$ cat src/rtl/serial_adder_ctrl.sv
// Bit-serial add/subtract unit: one full-adder stage iterated W times, LSB first.
// Operands load on a start/ready handshake; result and flags are presented with a done pulse.
module serial_adder_ctrl #(
  parameter int W  = 8,
  parameter int CW = 4
) (
  input  logic         clk,
  input  logic         reset,
  input  logic         start,
  input  logic         sub,
  input  logic [W-1:0] a,
  input  logic [W-1:0] b,
  output logic         ready,
  output logic         busy,
  output logic         done,
  output logic [W-1:0] result,
  output logic         carry_out,
  output logic         overflow
);

  typedef enum logic [1:0] {IDLE, RUN, DONE} state_t;

  localparam logic [CW-1:0] LAST   = CW'(W-1);
  localparam logic [CW-1:0] PENULT = CW'(W-2);

  state_t        state, state_nxt;
  logic [W-1:0]  sa, sb, res;
  logic [CW-1:0] cnt;
  logic          carry, msb_cin, cout_q, ovf_q;
  logic          s, c;

  // Single full-adder stage on the current LSBs
  assign s = sa[0] ^ sb[0] ^ carry;
  assign c = (sa[0] & sb[0]) | (sa[0] & carry) | (sb[0] & carry);

  always_comb begin
    state_nxt = state;
    case (state)
      IDLE:    if (start) state_nxt = RUN;
      RUN:     if (cnt == LAST) state_nxt = DONE;
      DONE:    state_nxt = IDLE;
      default: state_nxt = IDLE;
    endcase
  end

  assign ready     = (state == IDLE);
  assign busy      = (state == RUN) || (state == DONE);
  assign done      = (state == DONE);
  assign result    = res;
  assign carry_out = cout_q;
  assign overflow  = ovf_q;

  always_ff @(posedge clk) begin
    if (reset) begin
      state   <= IDLE;
      sa      <= '0;
      sb      <= '0;
      res     <= '0;
      cnt     <= '0;
      carry   <= 1'b0;
      msb_cin <= 1'b0;
      cout_q  <= 1'b0;
      ovf_q   <= 1'b0;
    end else begin
      state <= state_nxt;
      case (state)
        IDLE: if (start) begin
          // Subtract as a + ~b + 1: the +1 enters through the initial carry
          sa     <= a;
          sb     <= sub ? ~b : b;
          carry  <= sub;
          cnt    <= '0;
          res    <= '0;
          cout_q <= 1'b0;
          ovf_q  <= 1'b0;
        end
        RUN: begin
          res   <= {s, res[W-1:1]};
          sa    <= sa >> 1;
          sb    <= sb >> 1;
          carry <= c;
          if (cnt == PENULT) msb_cin <= c;
          if (cnt == LAST) begin
            cout_q <= c;
            ovf_q  <= msb_cin ^ c;
          end else begin
            cnt <= cnt + 1'b1;
          end
        end
        default: ;
      endcase
    end
  end

endmodule
$ cat config.mk
export PLATFORM = sky130hd
export DESIGN_NAME = serial_adder_ctrl
export DESIGN_NICKNAME = d
export VERILOG_FILES = /design/src/rtl/serial_adder_ctrl.sv
export SDC_FILE = /design/constraint.sdc
export NUM_CORES = 1
export LEC_CHECK = 0
export CAP_MARGIN = 30
export CORE_UTILIZATION = 46
export DETAILED_ROUTE_END_ITERATION = 8
export PLACE_DENSITY = 0.86
export SLEW_MARGIN = 10
export SYNTH_ARGS = -nofsm -noshare
export SYNTH_HDL_FRONTEND = slang
export SYNTH_SLANG_ARGS = --single-unit
$ cat constraint.sdc
create_clock -name clk -period 1.5 [get_ports clk]
set_input_delay 0.375 -clock clk [delete_from_list [all_inputs] [get_ports clk]]
set_output_delay 0.375 -clock clk [all_outputs]
set_load 0.1 [all_outputs]
# == After elaboration in Yosys (flattened, before gate mapping) ==
# Cells that the tools add are included.
# classes
add_sub_neg,1
n_eq_ne,7
n_mux,20
n_bitwise,9
n_reduce_logical,8
# op_table
cell,n
8-bit one-hot mux with 2 select lines,3
8-bit two-way mux,4
4-bit by 3-bit == test with 1-bit output (second input constant),2
4-bit two-way mux,2
8-bit NOT,1
4-bit one-hot mux with 2 select lines,1
1-bit one-hot mux with 2 select lines,3
2-bit AND reduction,3
3-bit AND reduction,2
4-bit by 1-bit adder with 4-bit output (second input constant),1
1-bit two-way mux,4
2-bit two-way mux,2
2-bit inequality test (second input constant),2
2-bit one-hot mux with 2 select lines,1
1-bit bitwise AND,3
1-bit bitwise XOR,3
2-bit by 1-bit == test with 1-bit output (second input constant),1
2-bit == test (second input constant),1
2-bit logical NOT,1
2-bit by 1-bit inequality test with 1-bit output (second input constant),1
1-bit OR,2
2-bit nonzero test,1
1-bit logical OR,1
# word_totals
regBits,34
input_bits,20
output_inout_bits,13

# == Depth between registers and ports, before layout ==
# logic_depth
depth_word,6
depth_mapped,7
depth_no_buf,5

# == Worst setup path after synthesis ==
# Ideal clock, no wire load.
# synth_timing
path_type,register -> register
start,reg state[0]
end,reg cnt[2]
setup_time_ns,0.132
arrival_time_ns,2.202
required_ns,1.368
setup_slack_ns,-0.834
path_stages_with_launch,8
n_path_buf,2
synth_period_minus_slack_ns,2.334
cell_sequence,dfxtp_1 > inv_1 > ha_1 > buf_4 > mux2_2 > buf_2 > a21oi_1 > nor3_1
# synth_via
elab_chain_cells,3
word_cells_on_any_way,7
# synth_rtl
element,line,text
start: declaration,26,"state_t state, state_nxt;"
start signal: assignment,65,state <= state_nxt;
2-bit logical NOT *,--,
via ready,13,"output logic ready,"
2-bit inequality test (no line) / 2-bit nonzero test (equally long branches),--,
3-bit AND reduction (no line),--,
end signal: assignment,87,cnt <= cnt + 1'b1;
end: declaration,28,logic [CW-1:0] cnt;
# Mark *: on every way through the listed nets, which the timed path passes. The rest lies on a longest branch.
# A chain may end at the register's enable or synchronous reset.

# == Final worst setup path ==
# layout_timing
start,reg state[0]
end,out ready
# layout_via
elab_chain_cells,1
# layout_rtl
element,line,text
2-bit logical NOT,46,assign ready = (state == IDLE);
end: declaration,13,
# No other way between the ends.

==> impl_metrics.json <==
{
  "status": "finished with violations",
  "violations": "negative setup slack",
  "diodes": 0,
  "drive_gt1_share_pct": 34.02,
  "cap_violations": 0,
  "hold_buffers": 0,
  "antenna_found_initial": 0,
  "pwr_density_cell_nw_per_um2": 843.3,
  "vias_per_cell": 5.683,
  "crit_path_end_kind": "output port",
  "synth-compound-area-share_pct": 19.24,
  "max_stage_delay_ns": 0.34,
  "ir_drop_mv": 0.5790,
  "fin_ws_ns": -0.1183,
  "synth_xor_area_share_pct": 4.773,
  "route.met2.wl_mm": 2.357,
  "leakage_uw": 0.001017,
  "synthAdderAreaFrac_pct": 5.000,
  "route.met3.wl_um": 257,
  "highest_layer": "met4",
  "synth-simple-area-share_pct": 17.27,
  "finalPower_uw": 2227,
  "cp_cell_sequence": "inv_2 > ha_4 > buf_12 > buf_12",
  "power.net_switching_uw": 701.6,
  "relSlewSlack_pct": 81.44,
  "syn_inst": 185,
  "placed_area_sq_um": 2354,
  "grt_pass1_vias": 1408,
  "power_frac_comb_pct": 32.9,
  "worst_slew_pin_slew_ns": 0.2707,
  "rows": 21,
  "crit_path_start_kind": "flip-flop",
  "power_frac_seq_pct": 44.8,
  "core_sq_um": 3390,
  "grt.total_usage_pct": 23.39,
  "final_area_sq_um": 2641,
  "ios": 33,
  "hold-worst-slack_ns": 0.4648,
  "ys_ff_latch": 34,
  "critPathRequiredTime_ns": 1.12,
  "final_common_cell": "dfxtp_1",
  "drtIter0Drc": 130,
  "cpMostUsedCell": "buf_12",
  "synth_mux_area_share_pct": 6.742,
  "slew_viol_final": 0,
  "synthFlopType": "dfxtp_1",
  "drt-total-wl_mm": 4.872,
  "synth_top_family_by_area": "compound AO/OA/AOI/OAI gates",
  "period_share_pct": 107.9,
  "clkTransAtPathRegs_ns": 0.10,
  "worst-setup-path-type": "reg -> out",
  "layout_common_cells": "dfxtp_1, clkdlybuf4s50_1, buf_4",
  "yosysSeqAreaShare_pct": 41.21,
  "via_count": 1631,
  "synth_edf_count": 0,
  "max-clock-path-buffers": 2,
  "n_fill_cell": 187,
  "synth_cell_types": 33,
  "rsz0062_at_grt": "yes",
  "cpLargestDelayFamily": "buffers and inverters",
  "clock_latency_ns": 0.33,
  "syn-num-nets": 211,
  "post-route-min-period_ns": 1.618,
  "dieWidth_um": 61.92,
  "die_area_sq_um": 3834,
  "syn_avg_cell_area_sq_um": 8.927,
  "intPower_uw": 1526,
  "die_y_um": 61.92,
  "synth_area_leaders": "dfxtp_1, mux2i_1, xor2_1",
  "min_path_type": "reg -> reg",
  "critPathSlowestCell": "dfxtp_2",
  "overflow": 0,
  "finalHoldViolCount": 0,
  "drt_pass1_iterations": 4,
  "synth_top_area_share_pct": 41.21,
  "port_buffers": 32,
  "cts_tree": "yes",
  "wl_met1_mm": 2.153,
  "tns_ns": -0.4328,
  "cts_buffers": 5,
  "ant_nets": 0,
  "wl_per_cell_um": 16.98,
  "place_congestion": 0.8774,
  "initial_utilization_pct": 48.73,
  "max_freq_ghz": 0.6179,
  "swShare_pct": 31.50,
  "synthArstFlopShare_pct": 0,
  "yosys_warnings": 0,
  "finalClockSkew_ns": 0.01393,
  "crit_buf_inv": 3,
  "area_growth_pct": 59.92,
  "syn_area_sq_um": 1652,
  "finalNetCount": 268,
  "grt_pass1_wl_mm": 6.437,
  "root_buffer": "clkbuf_4",
  "p_clk_share_pct": 22.3,
  "htree_levels": 2,
  "grt_max_degree": 20,
  "critPathMaxFanout": 9,
  "utilization_pct": 77.93,
  "numClockSinks": 34,
  "arrival_ns": 1.24,
  "setup_violations": 8,
  "drc": 0,
  "dp_hpwl_mm": 2.793,
  "yosysTopAreaCell": "dfxtp_1"
}
-- through the flow --
step	std cells	worst slack, ns
2_1_floorplan	185	-0.1537
3_3_place_gp	270	-0.2436
3_5_place_dp	270	-0.3071
4_1_cts	282	-0.07946
5_1_grt	287	-0.1536
6_report	287	-0.1183
-- per-layer routing --
layer | vias up | GRT usage [%]
met3 | 8 | 5.590
met1 | 778 | 30.47
li1 | 780 | -
met4 | 0 | 9.524
met2 | 65 | 37.33
met5 | - | 0
-- cell families after synthesis --
logic type / after synthesis
AOI/OAI and AO/OA: 45
xor gates and xnor gates: 9
adders and majority gates: 6
buffers and inverters: 22
DFF: 34
muxes: 11
and+or+nand+nor: 58
-- sequential cells by signal, indices dropped and copies added, names as in the netlist --
register,flops
result,8
sa,8
sb,8
cnt,4
state,2
carry,1
carry_out,1
msb_cin,1
overflow,1
-- cell type report --
cell class              instances  area, sq um  area share (%)
multi-input cells             131         1047           39.65
well taps                      46        57.56           2.179
inverters                       7        28.78           1.090
clock buffers                   6        51.30           1.942
flip-flops and latches         34        683.2           25.86
repair buffers                 63        773.2           29.28
-- synthesized netlist by cell type (all sizes together), types with 2 or more instances --
master	number
o32ai	2
inv	7
a221oi	2
dfxtp	34
nand3b	2
a31oi	2
mux2i	10
nand2b	9
nand2	14
nor2	19
buf	7
a211oi	7
xor2	9
clkbuf	8
nand3	7
o21ai	2
o211ai	8
a21oi	12
ha	5
a32oi	8
-- power groups by stage --
stage / registers, uW / logic, uW / clock network (uW)
after global placement: 1010 / 568 / 0
after CTS: 994 / 627 / 509
after global routing: 1000 / 774 / 543
after floorplan: 1020 / 375 / 0
after detailed placement: 1010 / 586 / 0
final: 998 / 733 / 497
-- repair_timing --
action                                  4_1_cts  5_1_grt
endpoints found under the setup margin       20       26
pin swaps                                     2        5
endpoints found under the hold margin         0        0
cloned                                        1        3
setup buffers                                 5        2
resized for setup                            10       22
-- worst register-to-register path: cells and delay by family, from the launching register on --
family	cells	cell delay [ns]
DFF	1	0.35
adders and majority gates	1	0.17
AOI/OAI and AO/OA	1	0.18
buffers and inverters	2	0.18
and+or+nand+nor	1	0.47
muxes	1	0.19
-- worst paths after layout --
path                              end  slack (ns)  cells after the start                  start
hold / removal     sb[6]$_SDFFE_PP0P_        0.46                      2     sb[6]$_SDFFE_PP0P_
setup reg to reg  cnt[3]$_SDFFE_PP0P_       -0.11                      6  state[0]$_SDFFE_PP0P_
hold reg to reg    sb[6]$_SDFFE_PP0P_        0.46                      2     sb[6]$_SDFFE_PP0P_
setup / recovery                ready       -0.12                      4  state[0]$_SDFFE_PP0P_
(Power assumes the default switching activity.)
